## src/rtl/park_decrypt_ctrl_if.sv

```systemverilog
// Request/response bus for the parking decrypt controller.
//
// Handshake rules, both channels: the producer raises valid and keeps valid
// and its payload stable until it sees ready=1 on a rising clk edge. The
// transfer happens on exactly that edge. The consumer may drive ready
// independently of valid. On the request channel the controller is the
// consumer (in_ready). On the response channel it is the producer (out_valid).
interface park_decrypt_ctrl_if #(
  parameter int SLOT_W = 3
);
  logic              in_valid;
  logic              in_ready;
  logic              exit;
  logic [SLOT_W-1:0] token;
  logic [SLOT_W-1:0] pattern;
  logic              out_valid;
  logic              out_ready;
  logic [SLOT_W-1:0] park_number;
  logic [1:0]        status;

  // Requester / response consumer side
  modport master (
    output in_valid, exit, token, pattern, out_ready,
    input  in_ready, out_valid, park_number, status
  );

  // Controller side
  modport slave (
    input  in_valid, exit, token, pattern, out_ready,
    output in_ready, out_valid, park_number, status
  );
endinterface

```

## src/rtl/park_decrypt_ctrl.sv

```systemverilog
// Parking-lot slot controller: it decrypts the slot number (token XOR
// pattern) and records entries and exits in an occupancy map. It counts
// consecutive failed requests. When that count reaches MAX_FAIL, it blocks
// new requests for LOCK_CYC cycles after the failing response is taken.
module park_decrypt_ctrl #(
  parameter int SLOT_W   = 3,
  parameter int MAX_FAIL = 3,
  parameter int LOCK_CYC = 16
) (
  input  logic                    clk,
  input  logic                    rst_n,
  park_decrypt_ctrl_if.slave      bus,
  output logic [(1<<SLOT_W)-1:0]  occupancy,
  output logic [SLOT_W:0]         free_count,
  output logic                    locked,
  output logic [1:0]              dbg_state
);
  localparam int N_SLOTS = 1 << SLOT_W;
  localparam int FAIL_W  = $clog2(MAX_FAIL + 1);
  localparam int LOCK_W  = $clog2(LOCK_CYC + 1);

  localparam logic [1:0] ST_OK    = 2'b00;
  localparam logic [1:0] ST_BUSY  = 2'b01;
  localparam logic [1:0] ST_EMPTY = 2'b10;

  typedef enum logic [1:0] {
    S_IDLE = 2'd0,
    S_EVAL = 2'd1,
    S_RESP = 2'd2,
    S_LOCK = 2'd3
  } state_e;

  state_e              state_q, state_d;
  logic                in_ready_q, in_ready_d;
  logic                out_valid_q, out_valid_d;
  logic [SLOT_W-1:0]   park_number_q, park_number_d;
  logic [1:0]          status_q, status_d;
  logic [N_SLOTS-1:0]  occupancy_q, occupancy_d;
  logic [SLOT_W:0]     free_count_q, free_count_d;
  logic [FAIL_W-1:0]   fail_q, fail_d;
  logic [LOCK_W-1:0]   lock_cnt_q, lock_cnt_d;
  logic                locked_q, locked_d;
  logic                req_exit_q, req_exit_d;
  logic [SLOT_W-1:0]   req_slot_q, req_slot_d;

  // Next-state logic: request capture, slot evaluation, response hold, lockout timer
  always_comb begin
    int unsigned ones;
    logic        failed;
    state_d       = state_q;
    out_valid_d   = out_valid_q;
    park_number_d = park_number_q;
    status_d      = status_q;
    occupancy_d   = occupancy_q;
    fail_d        = fail_q;
    lock_cnt_d    = lock_cnt_q;
    locked_d      = locked_q;
    req_exit_d    = req_exit_q;
    req_slot_d    = req_slot_q;
    failed        = 1'b0;
    ones          = 0;

    case (state_q)
      S_IDLE: begin
        if (bus.in_valid) begin
          req_exit_d = bus.exit;
          req_slot_d = bus.token ^ bus.pattern;
          state_d    = S_EVAL;
        end
      end
      S_EVAL: begin
        park_number_d = req_slot_q;
        status_d      = ST_OK;
        if (!req_exit_q) begin
          if (occupancy_q[req_slot_q]) begin
            status_d = ST_BUSY;
            failed   = 1'b1;
          end else begin
            occupancy_d[req_slot_q] = 1'b1;
          end
        end else begin
          if (occupancy_q[req_slot_q]) begin
            occupancy_d[req_slot_q] = 1'b0;
          end else begin
            status_d = ST_EMPTY;
            failed   = 1'b1;
          end
        end
        // The failure count stops at MAX_FAIL so that the RESP exit check sees an exact match.
        if (!failed) begin
          fail_d = '0;
        end else if (fail_q != FAIL_W'(MAX_FAIL)) begin
          fail_d = fail_q + 1'b1;
        end
        out_valid_d = 1'b1;
        state_d     = S_RESP;
      end
      S_RESP: begin
        if (bus.out_ready) begin
          out_valid_d = 1'b0;
          if (fail_q == FAIL_W'(MAX_FAIL)) begin
            fail_d     = '0;
            lock_cnt_d = LOCK_W'(LOCK_CYC);
            locked_d   = 1'b1;
            state_d    = S_LOCK;
          end else begin
            state_d = S_IDLE;
          end
        end
      end
      S_LOCK: begin
        // The counter is loaded with LOCK_CYC. The state leaves LOCK on the edge where the counter reads 1.
        if (lock_cnt_q <= LOCK_W'(1)) begin
          lock_cnt_d = '0;
          locked_d   = 1'b0;
          state_d    = S_IDLE;
        end else begin
          lock_cnt_d = lock_cnt_q - 1'b1;
        end
      end
      default: state_d = S_IDLE;
    endcase

    in_ready_d = (state_d == S_IDLE);

    for (int i = 0; i < N_SLOTS; i++) begin
      ones = ones + 32'(occupancy_d[i]);
    end
    free_count_d = (SLOT_W+1)'(N_SLOTS - int'(ones));
  end

  // State and registered outputs; reset aborts any transaction in flight
  always_ff @(posedge clk or negedge rst_n) begin
    if (!rst_n) begin
      state_q       <= S_IDLE;
      in_ready_q    <= 1'b1;
      out_valid_q   <= 1'b0;
      park_number_q <= '0;
      status_q      <= ST_OK;
      occupancy_q   <= '0;
      free_count_q  <= (SLOT_W+1)'(N_SLOTS);
      fail_q        <= '0;
      lock_cnt_q    <= '0;
      locked_q      <= 1'b0;
      req_exit_q    <= 1'b0;
      req_slot_q    <= '0;
    end else begin
      state_q       <= state_d;
      in_ready_q    <= in_ready_d;
      out_valid_q   <= out_valid_d;
      park_number_q <= park_number_d;
      status_q      <= status_d;
      occupancy_q   <= occupancy_d;
      free_count_q  <= free_count_d;
      fail_q        <= fail_d;
      lock_cnt_q    <= lock_cnt_d;
      locked_q      <= locked_d;
      req_exit_q    <= req_exit_d;
      req_slot_q    <= req_slot_d;
    end
  end

  assign bus.in_ready    = in_ready_q;
  assign bus.out_valid   = out_valid_q;
  assign bus.park_number = park_number_q;
  assign bus.status      = status_q;
  assign occupancy       = occupancy_q;
  assign free_count      = free_count_q;
  assign locked          = locked_q;
  assign dbg_state       = state_q;
endmodule

```

## src/flat_wrapper.sv

```systemverilog
// flat-port wrapper written by rule: the top's interface ports become plain ports
module park_decrypt_ctrl_flat 
#(
  parameter int SLOT_W   = 3,
  parameter int MAX_FAIL = 3,
  parameter int LOCK_CYC = 16
)
  (clk, rst_n, occupancy, free_count, locked, dbg_state, bus_in_valid, bus_exit, bus_token, bus_pattern, bus_out_ready, bus_in_ready, bus_out_valid, bus_park_number, bus_status);
  park_decrypt_ctrl_if #(.SLOT_W(SLOT_W)) bus_i ();
  input  logic clk;
  input  logic rst_n;
  output logic [(1<<SLOT_W)-1:0] occupancy;
  output logic [SLOT_W:0] free_count;
  output logic locked;
  output logic [1:0] dbg_state;
  input wire logic [$bits(bus_i.in_valid)-1:0] bus_in_valid;
  input wire logic [$bits(bus_i.exit)-1:0] bus_exit;
  input wire logic [$bits(bus_i.token)-1:0] bus_token;
  input wire logic [$bits(bus_i.pattern)-1:0] bus_pattern;
  input wire logic [$bits(bus_i.out_ready)-1:0] bus_out_ready;
  output wire logic [$bits(bus_i.in_ready)-1:0] bus_in_ready;
  output wire logic [$bits(bus_i.out_valid)-1:0] bus_out_valid;
  output wire logic [$bits(bus_i.park_number)-1:0] bus_park_number;
  output wire logic [$bits(bus_i.status)-1:0] bus_status;
  assign bus_i.in_valid = bus_in_valid;
  assign bus_i.exit = bus_exit;
  assign bus_i.token = bus_token;
  assign bus_i.pattern = bus_pattern;
  assign bus_i.out_ready = bus_out_ready;
  assign bus_in_ready = bus_i.in_ready;
  assign bus_out_valid = bus_i.out_valid;
  assign bus_park_number = bus_i.park_number;
  assign bus_status = bus_i.status;
  park_decrypt_ctrl #(.SLOT_W(SLOT_W), .MAX_FAIL(MAX_FAIL), .LOCK_CYC(LOCK_CYC)) u_core (.clk(clk), .rst_n(rst_n), .bus(bus_i), .occupancy(occupancy), .free_count(free_count), .locked(locked), .dbg_state(dbg_state));
endmodule
```

## config.mk

```make
export PLATFORM = sky130hd
export DESIGN_NAME = park_decrypt_ctrl_flat
export DESIGN_NICKNAME = d
export VERILOG_FILES = /design/src/rtl/park_decrypt_ctrl_if.sv /design/src/rtl/park_decrypt_ctrl.sv /design/src/flat_wrapper.sv
export SDC_FILE = /design/constraint.sdc
export NUM_CORES = 1
export LEC_CHECK = 0
export ABC_AREA = 1
export BUFFER_PORTS_ARGS = -buffer_cell sky130_fd_sc_hd__buf_2
export CAP_MARGIN = 25
export CORE_ASPECT_RATIO = 2
export CORE_MARGIN = 10
export CORE_UTILIZATION = 56
export DETAILED_ROUTE_END_ITERATION = 10
export HOLD_SLACK_MARGIN = 0.05
export PLACE_DENSITY = 0.83
export REMOVE_ABC_BUFFERS = 1
export SLEW_MARGIN = 10
export SYNTH_ARGS = -nofsm -noshare
export SYNTH_HDL_FRONTEND = slang
export SYNTH_SLANG_ARGS = --single-unit
```

## constraint.sdc

```tcl
create_clock -name clk -period 3.6 [get_ports clk]
set_input_delay 0.18 -clock clk [delete_from_list [all_inputs] [get_ports clk]]
set_output_delay 0.18 -clock clk [all_outputs]
set_load 0.05 [all_outputs]
```

== Word level (Yosys, flattened, before mapping) ==
Index checks and enable logic that the tools add are counted.
Operators by class
  add/subtract/negate cells: 10
  magnitude comparators: 3
  eq/ne operators: 9
  multiplexer cells: 35
  bitwise operators: 4
  reduce and logical (&&, ||, !) cells: 10
Operators with widths (count)
  two-way mux 8 bit: 4
  adder 4 x 1 -> 4 bit: 6
  two-way mux 2 bit: 10
  two-way mux 5 bit: 3
  two-way mux 1 bit: 11
  one-hot mux 5 bit (2 select lines): 1
  AND 8 bit: 1
  inverter 8 bit: 1
  OR 8 bit: 1
  one-hot mux 2 bit (4 select lines): 1
  AND reduction 4 bit: 2
  equality test 2 bit (second input constant): 3
  <= comparator 5 x 1 -> 1 bit (second input constant): 1
  subtractor 5 x 1 -> 5 bit (second input constant): 1
  logical NOT 2 bit: 2
  < comparator 3 x 4 -> 1 bit (second input constant): 1
  inequality test 2 x 1 -> 1 bit (second input constant): 2
  inequality test 2 bit (second input constant): 2
  one-hot mux 1 bit (2 select lines): 2
  one-hot mux 2 bit (2 select lines): 1
  AND reduction 2 bit: 2
  nonzero test 2 bit: 2
  subtractor 4 bit (first input constant): 1
  binary-select mux 1 bit (select 3 bit): 1
  other kinds (9): 9
Word-level totals
  register bits after elaboration: 33
  input port bits: 11
  output and inout bits: 22
  word-level logic and storage cells: 83

== Logic depth before layout (Yosys ltp) ==
  word-level depth: 17
  gate-level depth with buffers: 17
  gate-level depth less buffers: 16

== Worst setup path after synthesis ==
No wires, ideal clock.
  path kind: register to register
  from: register u_core.state_q[0], in the netlist u_core.dbg_state[0]
  to: register u_core.free_count_q[3], in the netlist u_core.free_count[3]
  library setup time: 0.080 ns
  arrival time: 3.235 ns
  data required time: 3.520 ns
  setup slack: 0.285 ns
  cell stages (with the launch flop): 12
  path buffers: 2
  period minus slack after synthesis: 3.315 ns
  cells stage by stage: dfrtp_1 -> inv_2 -> nor2_4 -> buf_4 -> buf_6 -> a21oi_1 -> fa_1 -> ha_1 -> fa_1 -> fa_1 -> ha_1 -> xor2_1
Between the ends
  cells in the longest elaborated chain, start to end: 10
RTL lines
  start, declared: RTL line park_decrypt_ctrl.sv:33  | state_e state_q, state_d;
  start signal, assigned: RTL line park_decrypt_ctrl.sv:148  | state_q <= state_d;
  equality test 2 x 1 -> 1 bit *: RTL line park_decrypt_ctrl.sv:63  | case (state_q)
  two-way mux 8 bit *: RTL line park_decrypt_ctrl.sv:63
  adder 1 x 1 -> 2 bit: RTL line park_decrypt_ctrl.sv:127  | ones = ones + 32'(occupancy_d[i]);
  adder 4 x 1 -> 4 bit (5 in a row): RTL line park_decrypt_ctrl.sv:127
  adder 4 x 1 -> 4 bit *: RTL line park_decrypt_ctrl.sv:127
  subtractor 4 bit *: RTL line park_decrypt_ctrl.sv:129  | free_count_d = (SLOT_W+1)'(N_SLOTS - int'(ones));
  via u_core.free_count_d[3]: RTL line park_decrypt_ctrl.sv:39  | logic [SLOT_W:0] free_count_q, free_count_d;
  end signal, assigned: RTL line park_decrypt_ctrl.sv:141  | free_count_q <= (SLOT_W+1)'(N_SLOTS);
  end signal, assigned: RTL line park_decrypt_ctrl.sv:154  | free_count_q <= free_count_d;
  end, declared: RTL line park_decrypt_ctrl.sv:39
Mark *: on every way through the listed nets, which the timed path passes. The rest lies on a longest branch.
A chain may end at the register's enable or synchronous reset.

== Final worst setup path ==
Ends and elaborated chain as after synthesis.

==> results.py <==
metrics = {
    "yosys": {
        "synthXorXnorAreaFrac": 0.0175,
        "ys_ff_latch": 33,
        "syn_inst": 249,
        "synthAdderAreaFrac": 0.111,
        "syn_area_per_cell_um2": 8.03,
        "synthSimpleGateAreaFrac": 0.272,
        "ys_warn_count": 0,
        "synth_top_family_by_area": "simple AND/OR/NAND/NOR gates",
        "synth-compound-area-share": 0.0920,
        "syn_area_mm2": 0.00200,
        "yosysSeqAreaShare": 0.414,
        "ys_types": 31,
        "muxShareOfSynthArea": 0,
    },
    "critical_path": {
        "path_cells": "inv_2 -> nor2_4 -> buf_4 -> nor2_1 -> a21oi_1 -> fa_1 -> ha_1 -> fa_1 -> fa_1 -> ha_1 -> xor2_1",
        "cp_common_cell": "fa_1",
        "rr_worst_depth": 11,
        "timing.rr.end": "u_core.free_count[3]",
        "r2r-start": "u_core.dbg_state[0]",
        "cpMaxStageDelayCell": "fa_1",
        "cp.required_ps": 3810,
        "critPathMaxStageDelay_ps": 520,
        "r2r_slack_ps": 360,
        "endpoint_kind": "register",
        "cp-start-kind": "register",
        "worst-path-max-fanout": 19,
        "startpoint": "u_core.dbg_state[0]",
        "crit_type": "register to register",
        "critPathArrivalTime_ps": 3440,
    },
    "floorplanning": {
        "dieHeight_um": 105,
        "die_x_um": 62.3,
        "fp.dieArea_mm2": 0.00651,
        "core_area_mm2": 0.00342,
        "rows": 30,
        "start_util": 0.585,
        "ios": 33,
    },
    "clock_network": {
        "clkTransAtPathRegs_ps": 70,
        "root_buffer": "clkbuf_8",
        "cts_buffers": 5,
        "h-tree-depth": 2,
        "cts_max_path_buffers": 2,
        "worstSkewPairLatency_ps": 290,
        "clock-sinks": 33,
        "cts_tree": "yes",
    },
    "routing": {
        "drc": 0,
        "wl_per_cell_um": 13.4,
        "ant_nets": 0,
        "firstDrtPassIters": 4,
        "wl_um": 4470,
        "vias_per_cell": 5.10,
        "via_count": 1705,
        "drt_iter0_markers": 78,
    },
    "timing": {
        "maxSlewHeadroom": 0.520,
        "fin_tns_setup_ps": 0,
        "fin_crit_sh": 0.899,
        "rsz0062_at_grt": "false",
        "period_needed_ps": 3240,
        "fmax_mhz": 309,
        "setup_viol": 0,
        "hold_violations": 0,
        "slew_violations": 0,
        "worst_slew_pin_slew_ps": 720,
        "clock_skew_ps": 6.43,
    },
    "cells_and_area": {
        "drive_gt1_frac": 0.238,
        "diodes": 0,
        "fin_nets": 312,
        "syn2layout_area_growth_pct": 14.2,
        "fillCellCount": 297,
    },
    "hold_path": {
        "min_path_type": "input port to register",
        "whs_endpoint": "u_core.req_exit_q",
        "hold_depth": 3,
        "hold_start": "bus_exit",
    },
    "run": {
        "maxCapViolations": 0,
    },
    "global_routing": {
        "track_usage": 0.142,
        "met2_usage": 0.272,
        "antenna_found_initial": 0,
        "grt_pass1_vias": 1731,
        "grt_start_max_net_pins": 34,
        "grt_overflow": 0,
        "met1_usage": 0.127,
        "met3_usage": 0.0410,
        "top_usage_layer": "met2",
        "grt_pass1_wl_um": 7600,
    },
    "placed_design": {
        "gp_congestion": 0.914,
        "port-buffer-count": 32,
        "place_hpwl_um": 3590,
    },
    "status": {
        "outcome": "completed",
    },
}
## registers in the layout, indices dropped and copies added (netlist names), 2 cells and up
| register | flops |
|---|---|
| u_core.free_count | 4 |
| u_core.dbg_state | 2 |
| u_core.occupancy | 8 |
| u_core.fail_q | 2 |
| u_core.bus.park_number | 3 |
| u_core.req_slot_q | 3 |
| u_core.bus.status | 2 |
| u_core.lock_cnt_q | 5 |
## cell families (layout without fill, tap and decap cells)
group	after synthesis	in the layout
AOI/OAI and AO/OA	31	31
xor gates and xnor gates	4	4
adders and majority gates	16	16
buffers and inverters	45	82
DFF	33	33
and+or+nand+nor	120	120
## what timing repair did
item	4_1_cts	5_1_grt
hold endpoints to repair	31	0
endpoints found under the setup margin	0	0
setup buffers	0	0
hold buffers	1	0
gates resized for setup	0	0
## through the flow
stage               worst slack [ps]  hold WS, ps  instances   util  cell area [µm²]
finish                           364          164        334  0.668             2280
global route                     136          199        334  0.668             2280
CTS                              380          164        334  0.668             2280
detailed placement               399          279        325  0.641             2190
global placement                 424          270        325  0.641             2190
floorplan                       69.8         -116        244      -             1960
## metal layers
metal / routed length, µm / part of all wire
met1: 1520 / 0.34
met5: 0 / 0
met3: 217 / 0.049
met2: 2560 / 0.57
met4: 178 / 0.040
## worst max-delay path: cells and delay by family (launching register included)
family / cells / cell delay, ps
compound gates: 1 / 170
buf+inv: 2 / 340
fa+ha+maj: 5 / 1840
flops: 1 / 450
xor+xnor: 1 / 190
simple gates: 2 / 180
## layout by cell type (no fill, tap or decap), drive strengths merged, types with 2 or more instances in the layout
master,Yosys,layout
nand2,69,69
inv,40,40
buf,5,33
dfrtp,31,31
nand3,22,22
nor2,22,22
o21ai,15,15
ha,13,13
a21oi,9,9
clkbuf,0,6
nand4,4,4
o22ai,3,3
xnor2,3,3
fa,3,3
o211ai,2,2
clkinv,0,2
dfstp,2,2
o21bai,2,2
## layout make-up
cell class                 instances  area [µm²]  share of cell area
tap                               48        60.1              0.0263
multi-input combinational        171         985               0.431
inverter                          40         150              0.0658
clock buffer                       6        72.6              0.0318
clock inverter                     2        10.0             0.00438
sequential                        33         828               0.363
timing repair buffer              34         178              0.0778
## Yosys cell counts
cell      count  area, µm²
or2_2         1       6.26
dfstp_2       2       52.6
fa_1          3       60.1
a21oi_2       1       8.76
inv_1        30        113
o21ai_0       7       35.0
nand4_1       4       25.0
o211ai_1      2       15.0
nand2_2       3       18.8
o21ai_1       6       30.0
xor2_1        1       8.76
nor3_1        1       5.00
o21ai_2       2       17.5
nand3b_1      1       7.51
buf_6         1       11.3
buf_2         2       10.0
a21oi_1       8       40.0
nand3_2       4       40.0
o21bai_1      1       7.51
dfrtp_1      31        776
buf_4         2       15.0
nor2_1       18       67.6
nor2_4        2       22.5
ha_1         13        163
o22ai_1       3       18.8
inv_2        10       37.5
xnor2_1       3       26.3
nand3_1      18       90.1
nand2_1      66        248
o21bai_2      1       11.3
nor2_2        2       12.5
## how the worst max path moves through the flow
stage | end | slack [ps] | cells past startpoint
after global routing | u_core.free_count[3] | 140 | 11
final | u_core.free_count[3] | 360 | 11
after detailed placement | u_core.free_count[3] | 400 | 11
after global placement | u_core.free_count[3] | 420 | 11
after CTS | u_core.free_count[3] | 380 | 11
after floorplan | u_core.free_count[3] | 70 | 11
Power is left out: the tool's default activity adds up to more than one toggle a clock period on the data nets, which glitch-free logic cannot reach.
